## config.mk

```make
export PLATFORM = sky130hd
export DESIGN_NAME = mac_ctrl
export DESIGN_NICKNAME = d
export VERILOG_FILES = /design/src/rtl/dnn_pkg.sv /design/src/rtl/mac_requant.sv /design/src/rtl/mac_ctrl.sv
export SDC_FILE = /design/constraint.sdc
export NUM_CORES = 1
export LEC_CHECK = 0
export BUFFER_PORTS_ARGS = -buffer_cell sky130_fd_sc_hd__buf_2
export CORE_MARGIN = 2
export CORE_UTILIZATION = 50
export CTS_CLUSTER_SIZE = 10
export DETAILED_ROUTE_END_ITERATION = 8
export GPL_ROUTABILITY_DRIVEN = 0
export HOLD_SLACK_MARGIN = 0.12
export PLACE_DENSITY_LB_ADDON = 0.2
export RECOVER_POWER = 100
export SLEW_MARGIN = 20
export SYNTH_ARGS = -nofsm -noshare
export SYNTH_HDL_FRONTEND = slang
export SYNTH_SLANG_ARGS = --single-unit
```

## constraint.sdc

```tcl
create_clock -name clk -period 3.26 [get_ports clk]
set_input_delay 0.326 -clock clk [delete_from_list [all_inputs] [get_ports clk]]
set_output_delay 0.326 -clock clk [all_outputs]
set_load 0.005 [all_outputs]
```

## src/rtl/dnn_pkg.sv

```systemverilog
// Shared definitions for the DNN datapath blocks: product width,
// 32-bit saturation limits and the one-hot state encoding of mac_ctrl.
package dnn_pkg;

    localparam int PROD_W = 64;

    localparam logic [31:0] SAT_MAX = 32'h7FFF_FFFF;
    localparam logic [31:0] SAT_MIN = 32'h8000_0000;

    typedef enum logic [3:0] {
        S_IDLE     = 4'b0001,
        S_ISSUE    = 4'b0010,
        S_WAIT_MUL = 4'b0100,
        S_OUT      = 4'b1000
    } mac_state_t;

endpackage

```

## src/rtl/mac_requant.sv

```systemverilog
// Combinational re-quantiser: arithmetic right shift of the 64-bit
// accumulator, saturation to signed 32 bits, then optional ReLU.
module mac_requant
    import dnn_pkg::*;
#(
    parameter int OUT_SHIFT = 16,
    parameter bit RELU_EN   = 1'b1
) (
    input  logic [PROD_W-1:0] acc,
    output logic [31:0]       data
);

    logic signed [PROD_W-1:0] shifted;
    logic [31:0]              sat;

    // The shifted value fits in 32 bits exactly when bits 63..31 are all equal.
    always_comb begin
        shifted = $signed(acc) >>> OUT_SHIFT;
        sat     = shifted[31:0];
        if (!((shifted[PROD_W-1:31] == '0) || (shifted[PROD_W-1:31] == '1))) begin
            sat = shifted[PROD_W-1] ? SAT_MIN : SAT_MAX;
        end
        data = (RELU_EN && sat[31]) ? 32'd0 : sat;
    end

endmodule

```

## src/rtl/mac_ctrl.sv

```systemverilog
// Dot-product sequencer: feeds operand pairs to the sequential multiplier,
// accumulates the products and emits a re-quantised sum per vector.
module mac_ctrl
    import dnn_pkg::*;
#(
    parameter int OUT_SHIFT = 16,
    parameter bit RELU_EN   = 1'b1,
    parameter int LEN_W     = 16
) (
    input  logic              clk,
    input  logic              rst,
    input  logic              in_valid,
    output logic              in_ready,
    input  logic [31:0]       in_a,
    input  logic [31:0]       in_b,
    input  logic              in_last,
    output logic [31:0]       mul_a,
    output logic [31:0]       mul_b,
    output logic              mul_valid,
    input  logic              mul_ready,
    input  logic [63:0]       mul_result,
    output logic              out_valid,
    input  logic              out_ready,
    output logic [31:0]       out_data,
    output logic [LEN_W-1:0]  out_len
);

    mac_state_t         state;
    mac_state_t         next_state;
    logic [PROD_W-1:0]  acc;
    logic [LEN_W-1:0]   cnt;
    logic               last_r;

    always_ff @(posedge clk) begin
        if (rst) begin
            state <= S_IDLE;
        end else begin
            state <= next_state;
        end
    end

    always_comb begin
        next_state = state;
        case (state)
            S_IDLE:     if (in_valid)  next_state = S_ISSUE;
            S_ISSUE:                   next_state = S_WAIT_MUL;
            S_WAIT_MUL: if (mul_ready) next_state = last_r ? S_OUT : S_IDLE;
            S_OUT:      if (out_ready) next_state = S_IDLE;
            default:                   next_state = S_IDLE;
        endcase
    end

    // Handshake outputs decode the state only, so no input reaches them combinationally.
    assign in_ready  = (state == S_IDLE);
    assign mul_valid = (state == S_ISSUE);
    assign out_valid = (state == S_OUT);
    assign out_len   = cnt;

    always_ff @(posedge clk) begin
        if (rst) begin
            acc    <= '0;
            cnt    <= '0;
            mul_a  <= '0;
            mul_b  <= '0;
            last_r <= 1'b0;
        end else begin
            case (state)
                S_IDLE: begin
                    if (in_valid) begin
                        mul_a  <= in_a;
                        mul_b  <= in_b;
                        last_r <= in_last;
                        cnt    <= cnt + LEN_W'(1);
                    end
                end
                S_WAIT_MUL: begin
                    if (mul_ready) begin
                        acc <= acc + mul_result;
                    end
                end
                S_OUT: begin
                    if (out_ready) begin
                        acc <= '0;
                        cnt <= '0;
                    end
                end
                default: begin
                end
            endcase
        end
    end

    mac_requant #(
        .OUT_SHIFT (OUT_SHIFT),
        .RELU_EN   (RELU_EN)
    ) u_requant (
        .acc  (acc),
        .data (out_data)
    );

endmodule

```

After elaboration in Yosys (flattened, before gate mapping)
Cells that the tools add are included.
{"block": "classes", "eq_ne": 8, "mux": 14, "n_reduce_logical": 8, "add_sub_neg": 2}
{"operator": "$mux 64", "n": 2}
{"operator": "$pmux 64 s2", "n": 1}
{"operator": "$add 64x64->64", "n": 1}
{"operator": "$mux 32", "n": 2}
{"operator": "$eq 33x33->1 const B", "n": 1}
{"operator": "$logic_not 33->1", "n": 1}
{"operator": "$mux 16", "n": 2}
{"operator": "$pmux 16 s2", "n": 1}
{"operator": "$mux 31", "n": 1}
{"operator": "$add 16x1->16 const B", "n": 1}
{"operator": "$mux 4", "n": 4}
{"operator": "$pmux 4 s4", "n": 1}
{"operator": "$reduce_and 3->1", "n": 3}
{"operator": "$eq 4x1->1 const B", "n": 1}
{"operator": "$eq 4x2->1 const B", "n": 1}
{"operator": "$eq 4x3->1 const B", "n": 1}
{"operator": "$eq 4x4->1 const B", "n": 1}
{"operator": "$ne 2x2->1 const B", "n": 2}
{"operator": "$reduce_bool 2->1", "n": 2}
{"operator": "$ne 2x1->1 const B", "n": 1}
{"operator": "$reduce_and 2->1", "n": 1}
{"operator": "$logic_or 1x1->1", "n": 1}
{"block": "totals", "output_inout_bits": 115, "in_bits": 134, "register_bits": 149}

Logic depth before layout (Yosys ltp)
Gate-level depths: netlist (run 1).
{"block": "logic_depth", "depth_word": 4, "mapped_depth": 13}

Modules after synthesis
A second synthesis (run 1) with hierarchy kept.
{"block": "unflattened", "cells_unflattened": 1188, "area_unflattened_um2": 9246.4}
{"module": "mac_ctrl", "n_inst": 1, "cells_each": 1143, "area_per_inst_um2": 8904.8, "seq_area_each_um2": 2982.9}
{"module": "mac_requant", "n_inst": 1, "cells_each": 45, "area_per_inst_um2": 341.6, "seq_area_each_um2": 0.0}

Least setup slack after synthesis (run 1)
OpenSTA, ideal clock, no wires.
{"block": "synth_path", "kind": "in2reg", "startpoint": "in mul_result[0]", "endpoint": "reg acc[48]", "setup_time_ns": 0.117, "arrival_time_ns": 2.898, "n_path_buf": 0, "required_ns": 3.143, "cell_stages": 12, "setup_slack_ns": 0.246, "cell_sequence": "ha_1 > fa_1 > a21o_1 > a21oi_2 > nor2b_1 > a221o_1 > a31o_2 > a2111oi_2 > o21bai_1 > o21bai_1 > xor2_1 > a22o_1"}
{"block": "synth_via", "elab_chain_cells": 3}
{"element": "start, declared", "line": "mac_ctrl.sv:21", "text": "input logic [63:0] mul_result,"}
{"element": "$add 64x64->64", "line": "mac_ctrl.sv:78", "text": "acc <= acc + mul_result;"}
{"element": "$mux 64", "line": "mac_ctrl.sv:77", "text": "if (mul_ready) begin"}
{"element": "$pmux 64 s2", "line": "mac_ctrl.sv:67", "text": "case (state)"}
{"element": "end signal, assigned", "line": "mac_ctrl.sv:78"}
{"element": "end, declared", "line": "mac_ctrl.sv:30", "text": "logic [PROD_W-1:0] acc;"}
No other way between the ends. The select of a mux whose other input is x is not followed.
A chain may end at the register's enable or synchronous reset.

Worst setup path after layout (run 1)
{"block": "layout_path", "startpoint": "reg acc[0]", "endpoint": "reg acc[48]"}
{"block": "layout_via", "elab_chain_cells": 3}
{"element": "$add 64x64->64", "line": "mac_ctrl.sv:78"}
{"element": "$mux 64", "line": "mac_ctrl.sv:77"}
{"element": "$pmux 64 s2", "line": "mac_ctrl.sv:67"}
No other way between the ends. The select of a mux whose other input is x is not followed.

==> results.toml, run 1 <==
[global_route]
grt_max_degree = 98
grt_pass1_wl_um = 44100
antenna_found_initial = 1
grt_pass1_vias = 8780
overflow = 0
gr-usage-all-layers_pct = 27.5

[yosys]
syn_area_per_cell_sq_um = 7.81
seq_area_frac_synth_pct = 32.4
syn-cell-area_sq_um = 9220
synth_cell_types = 69
ys_warn_count = 0
synth_edf_count = 0
synth_largest_area_cell = "dfxtp_1"
syn_nets = 1379
synth_area_leaders = "dfxtp_1 (32%), nand2_1 (8.8%), ha_1 (8.7%)"
netlist_instances = 1180
ys_async_sr_fraction_pct = 0
synth-seq-cells = 149
synthFlopType = "dfxtp_1"
yosys.area.top_type_share_pct = 32.4

[die]
io_pins = 249
die_w_um = 140
die_area_sq_um = 19500
die_h_um = 140
rows = 49
core-area_sq_um = 18000
start_util_pct = 51.1

[timing]
finalSetupViolCount = 0
fin_crit_sh_pct = 96.5
maxSlewHeadroom_pct = 7.74
whs_ns = 0.134
clock_skew_ns = 0.00983
setup_ws_ns = 0.113
worst-slew-pin-transition_ns = 1.38
min_period_ns = 3.15
hold_viol = 0
max_freq_ghz = 0.318
slew_violations = 0

[route]
wirelength_um = 27600
via_per_inst = 5.69
drt_pass1_iterations = 5
wl_per_cell_um = 16.8
antenna_left = 0
drt-initial-drc-count = 565
vias = 9337
drc = 0

[power_and_ir_drop]
ir_worst_vdd_mv = 0.363
p_per_area_nw_per_um2 = 411
cellLeakagePower_nw = 5.38

[clock_tree]
clk_pin_slew_worst_paths_ns = 0.07
numCtsBuffers = 17
cts_root_buf = "clkbuf_16"
clk_latency_ns = 0.42
cts_tree = "done"
cts_max_path_buffers = 2
cts_sinks = 149
cts_max_level = 4

[hold_path]
hp-class = "primary input to flip-flop"
hold-path-cell-count = 3

[worst_setup_path]
cp_slowest_cell = "a2111oi_4"
cpPeakStageDelay_ns = 0.42
start_kind = "flip-flop"
path_cells = "ha_1 -> fa_2 -> a21o_1 -> a21oi_2 -> nor2b_1 -> a221o_1 -> a31o_4 -> a2111oi_4 -> o21bai_4 -> o21bai_1 -> xor2_1 -> a22o_1"
r2r_cells = 12
cp.required_ns = 3.57
cp.depth = 12
crit_buf_inv = 0
crit_type = "flip-flop to flip-flop"
path_delay_family = "compound AO/OA/AOI/OAI gates"
cp.arrival_ns = 3.46
worstSetupEndpointType = "flip-flop"
crit_path_max_fanout = 5

[layout]
layoutNonFillerInstCount = 1641
layout_common_cells = "nand2_1 (214), buf_2 (175), dfxtp_1 (149)"
multi_input_area_sq_um = 5910
final_common_cell = "nand2_1"
syn_to_final_growth_pct = 22.8
nets = 1597
design_area_sq_um = 11300
fin_util_pct = 62.8
layout.area.seq_sq_um = 2980
fillers = 1668
drive_above_1_share_pct = 19.2

[placement]
dp_hpwl_um = 20300
dpl_cell_area_sq_um = 10700
portBuffers = 247
dp_slack_ns = -0.141
dp.cells = 1603

[status]
status = "complete, no violations"

[job]
drv_cap = 0
==> through the flow <==
step,total power [mW],setup TNS (ns)
after global routing,4.82,-0.0623
after detailed placement,2.49,-0.538
after floorplan,2.25,0
after global placement,2.49,-0.143
after CTS,4.69,0
final,4.65,0
==> tightest hold or removal path, delay by kind of cell <==
kind,cells,cell delay [ns]
buffers and inverters,1,0.10
AOI/OAI and AO/OA,1,0.05
and+or+nand+nor,1,0.04
==> power breakdown <==
part	switching, mW	leakage [nW]	internal, mW
clock network	0.877	0.321	1.32
registers	0.0327	1.21	1.88
logic	0.322	3.84	0.220
total	1.23	5.38	3.42
==> cells in the mapped netlist (3+ instances only) <==
| cell type | n |
|---|---|
| xor2_1 | 33 |
| o21ai_0 | 61 |
| nor2b_1 | 6 |
| a22oi_1 | 30 |
| o21ai_1 | 8 |
| nor4b_1 | 4 |
| o21bai_1 | 11 |
| a221oi_1 | 3 |
| inv_1 | 21 |
| or2_2 | 3 |
| nand3b_1 | 3 |
| a41o_1 | 32 |
| nand4_1 | 25 |
| dfxtp_1 | 149 |
| a21oi_1 | 136 |
| xnor2_1 | 40 |
| a21oi_2 | 3 |
| nand2_1 | 216 |
| or4_1 | 5 |
| buf_1 | 3 |
| nand3_1 | 14 |
| and3_1 | 9 |
| buf_2 | 7 |
| ha_1 | 64 |
| nor3_1 | 11 |
| o21a_1 | 6 |
| clkbuf_1 | 68 |
| a22o_1 | 4 |
| nand2b_1 | 12 |
| and2_1 | 5 |
| nor2_1 | 82 |
| a31oi_1 | 9 |
| a211oi_1 | 3 |
| a21o_1 | 43 |
| or3_1 | 3 |
| o211ai_1 | 3 |
==> final timing paths <==
check                                             from                      to  slack, ns
worst max-delay path               acc[0]$_SDFFE_PP0P_    acc[48]$_SDFFE_PP0P_       0.11
worst min-delay path                           in_a[0]   mul_a[0]$_SDFFE_PP0P_       0.13
worst max register to register     acc[0]$_SDFFE_PP0P_    acc[48]$_SDFFE_PP0P_       0.11
worst min register to register  mul_b[22]$_SDFFE_PP0P_  mul_b[22]$_SDFFE_PP0P_       0.45
==> what timing repair did <==
| action | CTS | global route |
|---|---|---|
| cloned | 0 | 0 |
| resized for setup | 1 | 7 |
| pin swaps | 0 | 4 |
| hold buffers | 4 | 0 |
| endpoints found under the hold margin | 4 | 0 |
| buffers inserted | 0 | 1 |
| endpoints found under the setup margin | 2 | 9 |
==> cells by family (layout without fill, tap and decap cells) <==
family / count (synthesis) / after routing / synth area share (%)
compound gates: 385 / 385 / 28.0
xor+xnor: 73 / 73 / 6.94
fa+ha+maj: 65 / 65 / 8.91
buf+inv: 102 / 333 / 4.34
flops: 149 / 149 / 32.4
mux: 1 / 1 / 0.109
other cells: 1 / 2 / 0.0407
simple gates: 404 / 404 / 19.3
==> per-layer routing <==
metal / vias to the layer above / global-route usage, % / wire [um]
met1: 4313 / 38.2 / 13000
met2: 302 / 43.8 / 12500
li1: 4677 / - / -
met5: - / 0 / 0
met4: 0 / 8.37 / 583
met3: 45 / 4.47 / 1540
==> final cells by class <==
cell class | count | area share, %
antenna | 1 | 0.0221
timing repair buffer | 280 | 12.4
inverter | 21 | 0.696
tap | 229 | 2.53
multi-input combinational | 929 | 52.2
sequential | 149 | 26.4
clock buffer | 17 | 3.76
clock inverter | 15 | 2.02
==> sequential cells by signal, indices dropped and copies added (netlist names) <==
signal,count
mul_a,32
state,4
mul_b,32
acc,64
last_r,1
out_len,16
Note: power is estimated with default switching activity, not from simulation.
==> run 2: changes to the inputs <==
Settings changed: ABC_AREA set to 1.
==> run 2 against run 1 <==
Critical path depth grew 1. Sequential power grew 3%. Clock power shrank 7%. Clock-buffer cell count grew 1. Worst setup slack gained 0.38 ns. Global-route usage grew 3.4 points. Cell area grew 19%. First-iteration DRC count grew 55%. Utilization shrank 3.5 points. Area after synthesis grew 25%. Combinational power grew 58%. Non-clock buffer count shrank 23. Critical path type unchanged. Largest cell class unchanged.
==> results.toml, run 2 <==
[status]
status = "complete, no violations"

[timing]
rsz0062_at_grt = "false"
whs_ns = 0.152
maxSlewHeadroom_pct = 13.0
clock_skew_ns = 0.0160
tns_ns = 0
max_freq_ghz = 0.362
slew_violations = 0
hold_viol = 0
finalSetupViolCount = 0
fin_crit_sh_pct = 84.8
min_period_ns = 2.76
worst-slew-pin-transition_ns = 1.30

[layout]
top_register = "acc"
syn_to_final_growth_pct = 16.4
multi_input_area_sq_um = 6830
layout_common_cells = "nand2_1 (757), inv_1 (372), a21oi_1 (236)"
top_regs = "acc (64), mul_a (32), mul_b (32)"
largest_reg_flops = 64
layoutNonFillerInstCount = 2566
fin_util_pct = 59.3
nets = 2466
drive_above_1_share_pct = 9.91
final_common_cell = "nand2_1"
fillers = 2380
layout.area.seq_sq_um = 2980

[worst_setup_path]
crit_type = "flip-flop to flip-flop"
crit_path_max_fanout = 44
cp.arrival_ns = 3.11
start_kind = "flip-flop"
worstSetupEndpointType = "flip-flop"
cp.required_ns = 3.61

[yosys]
netlist_instances = 2048
synth-seq-cells = 149
syn-cell-area_sq_um = 11500
ys_async_sr_fraction_pct = 0
synthMuxAreaShare_pct = 0
synth_compound_area_share_pct = 11.9
synth_area_leaders = "dfxtp_1 (26%), nand2_1 (25%), inv_1 (12%)"
ys_warn_count = 0
synthXorXnorAreaFrac_pct = 0.532
yosysMostFrequentCell = "nand2_1"
seq_area_frac_synth_pct = 25.9
synth_edf_count = 0
synth_largest_area_cell = "dfxtp_1"
synthFlopType = "dfxtp_1"
synth_top_family_by_area = "simple AND/OR/NAND/NOR gates"
synth_fa_ha_area_share_pct = 7.12
yosys.area_share.simple_pct = 39.9
syn_area_per_cell_sq_um = 5.63
syn_nets = 2247
yosys.area.top_type_share_pct = 25.9
synth_cell_types = 37
synth_commonest_cells = "nand2_1 (758), inv_1 (371), a21oi_1 (236)"

[die]
die_h_um = 156
start_util_pct = 50.9
io_pins = 249
die_area_sq_um = 24300
rows = 55
die_w_um = 156
core-area_sq_um = 22600

[global_route]
antenna_found_initial = 1
grt_max_degree = 86
gr-usage-all-layers_pct = 30.8
grt_pass1_wl_um = 60400
overflow = 0
grt_pass1_vias = 12500

[route]
vias = 13300
antenna_left = 0
wl_per_cell_um = 14.5
drt-initial-drc-count = 878
drc = 0
drt_pass1_iterations = 5
via_per_inst = 5.17
wirelength_um = 37200

[clock_tree]
cts_root_buf = "clkbuf_16"
cts_max_level = 4
cts_sinks = 149
clk_pin_slew_worst_paths_ns = 0.07
cts_tree = "done"
post_cts_buffers = 0
hold_buffers = 0
numCtsBuffers = 17
cts_max_path_buffers = 2
ctsResizeCount = 0
clk_latency_ns = 0.44

[power_and_ir_drop]
p_per_area_nw_per_um2 = 364
cellLeakagePower_nw = 7.05
ir_worst_vdd_mv = 0.338

[placement]
portBuffers = 247
dp_hpwl_um = 28800
dp.cells = 2533

[job]
drv_cap = 0

[hold_path]
hp-class = "primary input to flip-flop"
==> run 2: changes by cell type after synthesis, sizes merged, moves of 12 or more <==
| cell | change |
|---|---|
| clkbuf | -32 |
| a41o | -32 |
| xnor2 | -39 |
| inv | +358 |
| nand2b | -12 |
| nor2 | +34 |
| a21oi | +97 |
| nand3 | +161 |
| o21ai | -41 |
| a21o | -42 |
| xor2 | -27 |
| nor3 | +14 |
| nand2 | +543 |
| a22oi | -30 |
==> run 2: logic make-up after synthesis <==
logic type,Yosys count
AOI/OAI and AO/OA,272
xor gates and xnor gates,7
adders and majority gates,65
buffers and inverters,438
DFF,149
other,1
and+or+nand+nor,1116
==> run 2: cell type report <==
type                    count  area share (%)
clock buffers              18            3.20
well taps                 285            2.66
clock inverters            14            1.17
multi-input cells        1461            50.9
repair buffers            257            9.17
flip-flops and latches    149            22.2
inverters                 381            10.7
diodes                      1          0.0187
==> run 2: power by group <==
part           internal, mW  switching (mW)
registers              1.92          0.0557
logic                 0.303           0.553
clock network          1.09           0.958
==> run 2: path summary, 6_finish.rpt <==
| path | depth (start not counted) | end | startpoint | slack, ns |
|---|---|---|---|---|
| max | 13 | acc[53]$_SDFFE_PP0P_ | state[1]$_SDFFE_PP0P_ | 0.50 |
| min | 3 | mul_a[29]$_SDFFE_PP0P_ | in_a[29] | 0.15 |
| max reg2reg | 13 | acc[53]$_SDFFE_PP0P_ | state[1]$_SDFFE_PP0P_ | 0.50 |
| min reg2reg | 2 | mul_a[31]$_SDFFE_PP0P_ | mul_a[31]$_SDFFE_PP0P_ | 0.46 |
==> run 2: worst max-delay path, stage by stage (launching register included) <==
cell,delay (ns)
dfxtp_1,0.32
inv_1,0.07
nand2_1,0.07
nor3_1,0.32
clkinv_1,0.21
o21ai_0,0.25
inv_2,0.08
nand2_2,0.08
buf_4,0.28
nand2_1,0.11
inv_2,0.32
buf_12,0.29
nand2_1,0.08
a21oi_1,0.17
==> run 2: layer usage <==
| metal | part of all wire [%] | global-route usage (%) | vias up | wire length (um) |
|---|---|---|---|---|
| met4 | 3.8 | 13.6 | 0 | 1430 |
| met1 | 42 | 38.8 | 5855 | 15800 |
| met5 | 0 | 0 | - | 0 |
| met3 | 8.0 | 5.69 | 86 | 2970 |
| li1 | - | - | 6804 | - |
| met2 | 46 | 51.6 | 527 | 17000 |
==> run 2: through the flow <==
step	setup slack (ns)	cell area (sq um)	total power [mW]
final	0.496	13400	4.88
after detailed placement	0.725	13000	2.89
after global placement	0.780	13000	2.88
after CTS	0.708	13600	4.93
after global routing	0.261	13400	5.09
after floorplan	1.28	11500	2.55
==> run 3: changes to the inputs <==
Settings changed: ABC_AREA 1 to 0, CORE_UTILIZATION 50 to 48.
Clock period 3.26 ns to 2.45 ns, I/O delays scaled along.
==> run 3 against run 2 <==
The run now ends with negative setup slack left. Clock power up 30%. Cell area up 5.2%. Hold slack better by 0.0038 ns. Via count down 17%. Power up 27%. Cell count down 26%. Global-route usage up 1.6 points. Sequential cell count unchanged. Utilization up 16 points. Combinational power up 13%. Die area down 16%. Clock-buffer cell count down 1.
==> results.toml, run 3 (synthesized netlist as in run 1, its figures left out) <==
[placement]
dp_hpwl_um = 22000
dpl_cell_area_sq_um = 12100
dp.cells = 1780
dp_slack_ns = -0.657
portBuffers = 247

[clock_tree]
clk_pin_slew_worst_paths_ns = 0.07
clk_latency_ns = 0.45
cts_max_level = 4
cts_tree = "done"
cts_sinks = 149
numCtsBuffers = 17
cts_max_path_buffers = 2
cts_root_buf = "clkbuf_16"

[timing]
slew_violations = 0
maxSlewHeadroom_pct = 4.51
hold_viol = 0
rsz0062_at_grt = "true"
setup_ws_ns = -0.608
whs_ns = 0.156
fin_crit_sh_pct = 125
max_freq_ghz = 0.327
finalSetupViolCount = 82
min_period_ns = 3.06
tns_ns = -19.17
worst-slew-pin-transition_ns = 1.43
clock_skew_ns = 0.0130

[worst_setup_path]
start_kind = "flip-flop"
cp.required_ns = 2.77
crit_type = "flip-flop to flip-flop"
crit_start = "acc[0]$_SDFFE_PP0P_"
crit_path_max_fanout = 3
timing.rr.start = "acc[0]$_SDFFE_PP0P_"
worstSetupEndpointType = "flip-flop"
cp.arrival_ns = 3.37

[die]
rows = 50
die_area_sq_um = 20300
die_h_um = 143
core-area_sq_um = 18800
start_util_pct = 49.1
die_w_um = 143
io_pins = 249

[power_and_ir_drop]
power_switching_mw = 1.86
pwr-share-comb_pct = 15.7
cellLeakagePower_nw = 6.79
pwr-share-clk_pct = 43.1
power_mw = 6.18
p_int_mw = 4.32
switching_share_pct = 30.1
p_per_area_nw_per_um2 = 438
ir_worst_vdd_mv = 0.494
pwr-share-seq_pct = 41.2

[global_route]
overflow = 0
grt_max_degree = 75
antenna_found_initial = 0
grt_pass1_vias = 10600
grt_pass1_wl_um = 52300
gr-usage-all-layers_pct = 32.4

[status]
status = "finished, violations left"
violations = "negative setup slack"

[layout]
fin_util_pct = 75.2
nets = 1862
final_common_cell = "nand2_1"
largest_reg_flops = 64
drive_above_1_share_pct = 33.0
top_register = "acc"
layoutNonFillerInstCount = 1911
top_regs = "acc (64), mul_a (32), mul_b (32)"
layout_common_cells = "nand2_1 (210), buf_4 (208), buf_2 (180)"
syn_to_final_growth_pct = 53.2
design_area_sq_um = 14100

[route]
via_per_inst = 5.76
wl_per_cell_um = 18.1
wirelength_um = 34700
drc = 0
drt_pass1_iterations = 7
antenna_left = 0
drt-initial-drc-count = 989
vias = 11000

[job]
drv_cap = 0

[hold_path]
hp-class = "primary input to flip-flop"
hp-start = "out_ready"
[run 3: cell count changes in the layout (fill, tap and decap cells not counted), sizes merged, moves of 32 or more]
cell         change
a21o            +42
a21oi           -97
a41o            +32
buf            +236
dlygate4sd3     +66
inv            -357
nand2          -543
nand3          -161
nor2            -34
o21ai           +41
xnor2           +39
[run 3: worst paths after layout]
kind,end,slack [ns],cells after the start
max,acc[58]$_SDFFE_PP0P_,-0.61,13
min reg2reg,mul_a[27]$_SDFFE_PP0P_,0.45,2
min,state[3]$_SDFFE_PP0P_,0.16,3
max reg2reg,acc[58]$_SDFFE_PP0P_,-0.61,13
[run 3: layer usage]
metal  share of wire [%]  vias up  wire length, um  GRT usage, %
met5                   0        -                0             0
met4                 4.5        0             1550          15.4
met3                 8.5      146             2950          6.73
met2                  47      552            16100          53.6
met1                  41     5115            14100          40.4
li1                    -     5201                -             -
[run 3: final cells by class]
type	count	area, sq um
tap	234	293
clock inverter	15	165
sequential	149	3000
multi-input combinational	929	6450
antenna	1	2.50
clock buffer	17	425
timing repair buffer	545	3700
fill	1354	4650
inverter	21	78.8
[run 3: worst max-delay path: stages (launching register included)]
cell and delay [ns]:
dfxtp_2 0.34, ha_4 0.16, fa_2 0.34, a21o_1 0.18
a21oi_2 0.17, nor2b_2 0.07, a221o_1 0.36, a31o_4 0.26
a2111oi_4 0.37, o21ai_2 0.13, nand4_1 0.15, nand2b_1 0.10
xnor2_1 0.21, o21ai_1 0.10
[run 3: power groups by stage]
| stage | clock [mW] | combinational, mW | sequential (mW) |
|---|---|---|---|
| after floorplan | 0 | 0.408 | 2.60 |
| after global placement | 0 | 0.811 | 2.59 |
| after detailed placement | 0 | 0.820 | 2.60 |
| after CTS | 2.68 | 0.938 | 2.54 |
| after global routing | 2.76 | 1.05 | 2.55 |
| final | 2.67 | 0.970 | 2.55 |
[run 3: what timing repair did]
action / CTS / global route
endpoints found under the setup margin: 80 / 83
gates cloned: 3 / 0
resized for setup: 83 / 49
hold buffers: 66 / 0
buffers inserted: 20 / 13
pin swaps: 61 / 43
endpoints found under the hold margin: 66 / 0
